===== config.mk =====
export PLATFORM = sky130hd
export DESIGN_NAME = booth_radix4_seq_mul
export DESIGN_NICKNAME = d
export VERILOG_FILES = /design/src/rtl/booth_radix4_seq_mul.sv
export SDC_FILE = /design/constraint.sdc
export NUM_CORES = 1
export LEC_CHECK = 0
export CORE_MARGIN = 1
export CORE_UTILIZATION = 60
export DETAILED_ROUTE_END_ITERATION = 7
export GPL_TIMING_DRIVEN = 0
export MAX_ROUTING_LAYER = met4
export PLACE_DENSITY = 0.91
export SLEW_MARGIN = 5
export SYNTH_ARGS = -nofsm -noshare
export SYNTH_HDL_FRONTEND = slang
export SYNTH_SLANG_ARGS = --single-unit

===== constraint.sdc =====
create_clock -name clk -period 11.6 [get_ports clk]
set_input_delay 2.32 -clock clk [delete_from_list [all_inputs] [get_ports clk]]
set_output_delay 2.32 -clock clk [all_outputs]
set_load 0.03 [all_outputs]

===== src/rtl/booth_radix4_seq_mul.sv =====
// Sequential radix-4 Booth multiplier: one digit per clock, N = WIDTH/2+1 cycles per product.
// Optional macro BOOTH_SKIP_ZERO_EN ends the run early once the remaining multiplier bits are zero.
module booth_radix4_seq_mul #(
    parameter int WIDTH = 8
) (
    input  logic                 clk,
    input  logic                 rst,
    input  logic                 in_valid,
    output logic                 in_ready,
    input  logic [WIDTH-1:0]     in_a,
    input  logic [WIDTH-1:0]     in_b,
    output logic                 out_valid,
    input  logic                 out_ready,
    output logic [2*WIDTH-1:0]   out_p,
    output logic                 busy
);
    localparam int N  = WIDTH / 2 + 1;
    localparam int IW = $clog2(N + 1);
    localparam int AW = 2 * WIDTH + 2;
    localparam int BW = WIDTH + 3;

    typedef enum logic [1:0] {S_IDLE, S_RUN, S_DONE} state_t;

    state_t           r_state;
    state_t           w_state_nxt;
    logic [WIDTH-1:0] r_a;
    logic [BW-1:0]    r_bx;
    logic [AW-1:0]    r_acc;
    logic [IW-1:0]    r_idx;

    logic [IW:0]      w_sh;
    logic [2:0]       w_win;
    logic [BW-1:0]    w_mag;
    logic [BW-1:0]    w_pp;
    logic             w_neg;
    logic [AW-1:0]    w_addend;
    logic             w_last;
    logic             w_finish;
    logic             w_unused;

    assign w_sh     = {r_idx, 1'b0};
    assign w_win    = r_bx[w_sh +: 3];
    assign w_last   = (r_idx == IW'(N - 1));
    assign out_p    = r_acc[2*WIDTH-1:0];
    assign w_unused = ^r_acc[AW-1:2*WIDTH];

    always_comb begin
        w_mag = '0;
        w_neg = 1'b0;
        case (w_win)
            3'b001, 3'b010: w_mag = {3'b000, r_a};
            3'b011:         w_mag = {2'b00, r_a, 1'b0};
            3'b100: begin
                w_mag = {2'b00, r_a, 1'b0};
                w_neg = 1'b1;
            end
            3'b101, 3'b110: begin
                w_mag = {3'b000, r_a};
                w_neg = 1'b1;
            end
            default: begin
                w_mag = '0;
                w_neg = 1'b0;
            end
        endcase
        // Negative digits: one's complement here, the +1 rides in at the digit's own weight.
        w_pp     = w_neg ? ~w_mag : w_mag;
        w_addend = ({{(WIDTH-1){w_pp[BW-1]}}, w_pp} + AW'(w_neg)) << w_sh;
    end

`ifdef BOOTH_SKIP_ZERO_EN
    logic [IW:0] w_sh2;
    logic        w_rest_zero;
    always_comb begin
        w_sh2       = w_sh + (IW+1)'(2);
        w_rest_zero = ((r_bx >> w_sh2) == '0);
        w_finish    = w_last | w_rest_zero;
    end
`else
    assign w_finish = w_last;
`endif

    always_comb begin
        w_state_nxt = r_state;
        in_ready    = 1'b0;
        out_valid   = 1'b0;
        busy        = 1'b0;
        case (r_state)
            S_IDLE: begin
                in_ready = 1'b1;
                if (in_valid) w_state_nxt = S_RUN;
            end
            S_RUN: begin
                busy = 1'b1;
                if (w_finish) w_state_nxt = S_DONE;
            end
            S_DONE: begin
                busy      = 1'b1;
                out_valid = 1'b1;
                if (out_ready) w_state_nxt = S_IDLE;
            end
            default: w_state_nxt = S_IDLE;
        endcase
    end

    always_ff @(posedge clk) begin
        if (rst) r_state <= S_IDLE;
        else     r_state <= w_state_nxt;
    end

    always_ff @(posedge clk) begin
        if (rst) begin
            r_a   <= '0;
            r_bx  <= '0;
            r_acc <= '0;
            r_idx <= '0;
        end else if (r_state == S_IDLE && in_valid) begin
            r_a   <= in_a;
            r_bx  <= {2'b00, in_b, 1'b0};
            r_acc <= '0;
            r_idx <= '0;
        end else if (r_state == S_RUN) begin
            r_acc <= r_acc + w_addend;
            r_idx <= r_idx + IW'(1);
        end
    end
endmodule


Word level (Yosys, flattened, before mapping)
Index checks and enable logic that the tools add are counted.

operators by class
  $add $sub $neg = 3
  eq/ne operators = 12
  shift operators = 2
  multiplexer cells = 10
  bitwise gates (word level) = 1
  reduce and logical (&&, ||, !) cells = 8

operators with widths
  kind                 count
  $add 18x18->18       1
  $pmux 9 s2           1
  $shl 18x4->18        1
  $add 11x2->12        1
  $eq 3x3->1 const B   4
  $mux 11              1
  $not 11->11          1
  $shiftx 11x5->3      1
  $eq 3x2->1 const B   2
  $mux 2               3
  $ne 2x2->1 const B   3
  $pmux 2 s3           1
  $reduce_or 2->1      3
  $mux 1               4
  $reduce_or 4->1      1
  $add 3x1->3 const B  1
  $eq 3x1->1 const B   1
  $reduce_and 3->1     1
  $reduce_or 3->1      1
  $eq 2x1->1 const B   1
  $eq 2x2->1 const B   1
  $logic_not 2->1      1
  $logic_and 1x1->1    1

word-level totals
  bits in registers = 39
  input bits = 20
  output and inout port bits = 19
  logic and storage cells = 41

Depth between registers and ports, before layout
  depth in word-level cells = 9
  depth in mapped cells = 29
  depth with buffers taken out = 27

Worst setup path after synthesis
Ideal clock, no wire load.

  path kind = reg-to-reg
  from = register r_idx[0]
  to = register r_acc[15]
  library setup time = 116 ps
  arrival time = 5851 ps
  data required time = 11484 ps
  setup slack = 5634 ps
  stages on the path, launching flop included = 26
  buffers on the path = 3
  period minus slack after synthesis = 5966 ps
  cell sequence = dfxtp_1 -> buf_2 -> clkbuf_1 -> clkbuf_1 -> a211oi_1 -> a211oi_1 -> inv_1 -> ha_1 -> nor3_1 -> a21oi_1 -> a211o_1 -> and2_1 -> ha_1 -> o21a_1 -> a31o_2 -> xnor2_1 -> o311ai_0 -> nor2_1 -> ha_1 -> o41ai_1 -> o211ai_1 -> a41oi_1 -> nand2_1 -> a21o_1 -> o2111a_1 -> a31o_1

on the way
  cells in the longest elaborated chain, start to end = 9
  elaborated cells between the ends (all ways) = 17
  classes of those cells = 2 x add/sub; 6 x eq/ne; 2 x shift; 3 x mux; 1 x bitwise; 3 x reduce/logical

RTL lines
  element                                                                     RTL line  text
  start: declaration                                                          29        logic [IW-1:0] r_idx;
  start signal: assignment                                                    124       r_idx <= r_idx + IW'(1);
  $shiftx 11x5->3                                                             42        assign w_win = r_bx[w_sh +: 3];
  $eq 3x3->1, or another cell as far along                                    50        case (w_win)
  $reduce_or 4->1 (no source line) / $reduce_or 2->1 (equally long branches)  --
  $pmux 9 s2                                                                  50
  $not 11->11                                                                 67        w_pp = w_neg ? ~w_mag : w_mag;
  $mux 11                                                                     67
  $add 11x2->12                                                               68        w_addend = ({{(WIDTH-1){w_pp[BW-1]}}, w_pp} + AW'(w_neg)) << w_sh;
  $shl 18x4->18 *                                                             68
  $add 18x18->18 *                                                            123       r_acc <= r_acc + w_addend;
  end signal: assignment                                                      123
  end: declaration                                                            28        logic [AW-1:0] r_acc;

Mark *: on every way between the ends. The rest lies on a longest branch, timed or not.
A chain may end at the register's enable or synchronous reset.

Worst setup path in the final report
Ends and elaborated chain as after synthesis.

==> qor.txt <==
CP arrival -> 7.69 ns
Pins Over Slew Limit -> 0
Leakage -> 1.65 nW
global placement routability congestion -> 0.943
H-tree Lvls -> 2
fillers -> 405
ANT cells -> 0
crit-path max cell delay -> 0.84 ns
clock buffer depth -> 2
Cell variety after synth -> 68
Fin. Hold Viols -> 0
P&R area growth vs syn -> 16.8%
Crit. End Element -> register
Slew @ Worst Pin -> 0.901 ns
async set or reset register ratio after synthesis -> 0
cell count after synthesis -> 459
worst path required time -> 11.80 ns
CP top delay family -> compound AO/OA/AOI/OAI gates
Die W -> 78.4 um
IO Pins -> 39
status -> complete, no violations
worst-path maximum fanout -> 10
share of post-route cells with drive strength above 1 -> 0.0752
cell with the largest stage delay on the worst path -> o41ai_1
MaxCap Viol Count -> 0
cell repeated most along the worst path -> ha_1
# port buffers -> 38
Ys Warns -> 0
Final WS setup -> 4.11 ns
Total GRT Usage -> 0.320
Synth top area share -> 0.212
initial antenna violation count -> 0
Power Density -> 186 nW/um^2
mapped cell area -> 3500 sq um
Total Wirelength -> 9.14 mm
via count -> 3633
hold_buf cts -> 0
DRC -> 0
critical path class -> register to register
Vias/cell -> 6.30
Tmin final -> 7.49 ns
Clock Skew -> 0.0170 ns
pre-CTS WS -> 4.39 ns
ranking of synthesized cells by area -> dfxtp_1 21%, ha_1 11%, nand2_1 7.1%
Synth Register Bits -> 37
first-pass GRT wire length -> 15.4 mm
Clock Latency Late Sink -> 0.30 ns
initial core utilization -> 0.628
cts bufs inserted -> 5
initial drt markers -> 407
clk root buf -> clkbuf_8
RSZ-0062 raised after global routing -> false
post_cts resized -> 0
Setup Fix Bufs, Post-CTS -> 0
largest net degree at the start of global routing -> 12
Peak VDD IR -> 0.154 mV
Final Cycle Share -> 0.645
Synth Area per Inst -> 7.63 sq um
HP Class -> register to register
die area -> 6140 sq um
core area -> 5570 sq um
Clock Sinks -> 37
Die H -> 78.4 um
Buf/Inv on CP -> 4
syn_nets -> 510
CTS tree -> done
nets -> 555
top-count cell post-synth -> nand2_1
sequential area share after synthesis -> 0.212
Setup Total Neg Slack -> 0 ns
Antenna Nets Post-Route -> 0
DR WL/cell -> 15.8 um
crit path launch type -> register
Slew Limit Headroom -> 0.391
EDFF count, synth -> 0
Yosys top cell by area -> dfxtp_1
f_max -> 134 MHz
ys flop type -> dfxtp_1
clk slew on worst S/H paths -> 0.09 ns
Initial DRT Pass Iterations -> 6
number of global-route vias before repair -> 3427
Tot Pwr -> 0.760 mW
post-layout util -> 0.733
row cnt -> 27
commonest cells in the netlist -> 66 x nand2_1, 54 x nor2_1, 37 x dfxtp_1
hpwl dp -> 7.08 mm
total grt overflow -> 0
setup violators final -> 0
[metal layers]
metal,GRT usage,wire length (um)
met5,-,0
met4,0.146,265
met3,0.0616,700
met2,0.528,4280
met1,0.376,3900
[registers in the layout (all words and copies together), names as in the netlist]
| signal | flops |
|---|---|
| r_acc | 16 |
| r_bx | 8 |
| r_idx | 3 |
| r_a | 8 |
| r_state | 2 |
[where the power goes]
group	switching, mW	leakage [nW]	total, mW	internal, mW
registers	0.0197	0.301	0.166	0.147
clock network	0.0517	0.0585	0.122	0.0702
logic	0.289	1.29	0.472	0.182
[path summary, 6_finish.rpt]
kind / cells after the start / to / slack (ns) / startpoint
worst max register to register: 25 / r_acc[15] / 4.11 / r_idx[0]
worst min register to register: 2 / r_bx[2] / 0.46 / r_bx[2]
worst max-delay path: 25 / r_acc[15] / 4.11 / r_idx[0]
worst min-delay path: 2 / r_bx[2] / 0.46 / r_bx[2]
[cells in the final DEF (no fill, tap or decap), types with 5 or more instances in the layout]
cell type,netlist,routed
nand2_1,66,66
nor2_1,54,54
clkdlybuf4s50_1,0,38
dfxtp_1,37,37
a21oi_1,33,33
ha_1,30,30
mux2i_1,21,21
o21ai_0,20,20
inv_1,19,19
clkbuf_1,13,14
xnor2_1,12,12
nor2b_1,10,10
nand3_1,8,8
a211oi_1,8,8
clkbuf_8,0,6
buf_2,5,5
nand2b_1,5,5
nor3_1,5,5
a21o_1,5,5
a22oi_1,5,5
or2_2,5,5
a31oi_1,5,5
xor2_1,5,5
[cells by family after synthesis]
logic type                 share of synthesized area
buffers and inverters                         0.0554
adders and majority gates                      0.113
DFF                                            0.212
AOI/OAI and AO/OA                              0.269
and+or+nand+nor                                0.228
xor gates and xnor gates                      0.0425
muxes                                         0.0804
[per-stage QoR]
step | hold slack, ns | cells | instance area (sq um)
CTS | 0.461 | 577 | 4090
global placement | 0.443 | 569 | 3970
detailed placement | 0.449 | 569 | 3970
global route | 0.484 | 577 | 4090
finish | 0.461 | 577 | 4090
floorplan | 0.432 | 459 | 3500
[tightest hold or removal path, stage by stage, from the launching register on]
cell and delay (ns):
dfxtp_1 0.32, nand2_1 0.05, a21oi_1 0.05
[area by class of cell]
type | count | area, sq um | area share
clock buffer | 7 | 86.3 | 0.0211
tap | 72 | 90.1 | 0.0220
inverter | 20 | 75.1 | 0.0184
timing repair buffer | 38 | 380 | 0.0931
clock inverter | 1 | 30.0 | 0.00735
buffer | 24 | 119 | 0.0291
multi-input combinational | 378 | 2570 | 0.628
sequential | 37 | 741 | 0.181
Note: power is estimated with default switching activity, not from simulation.
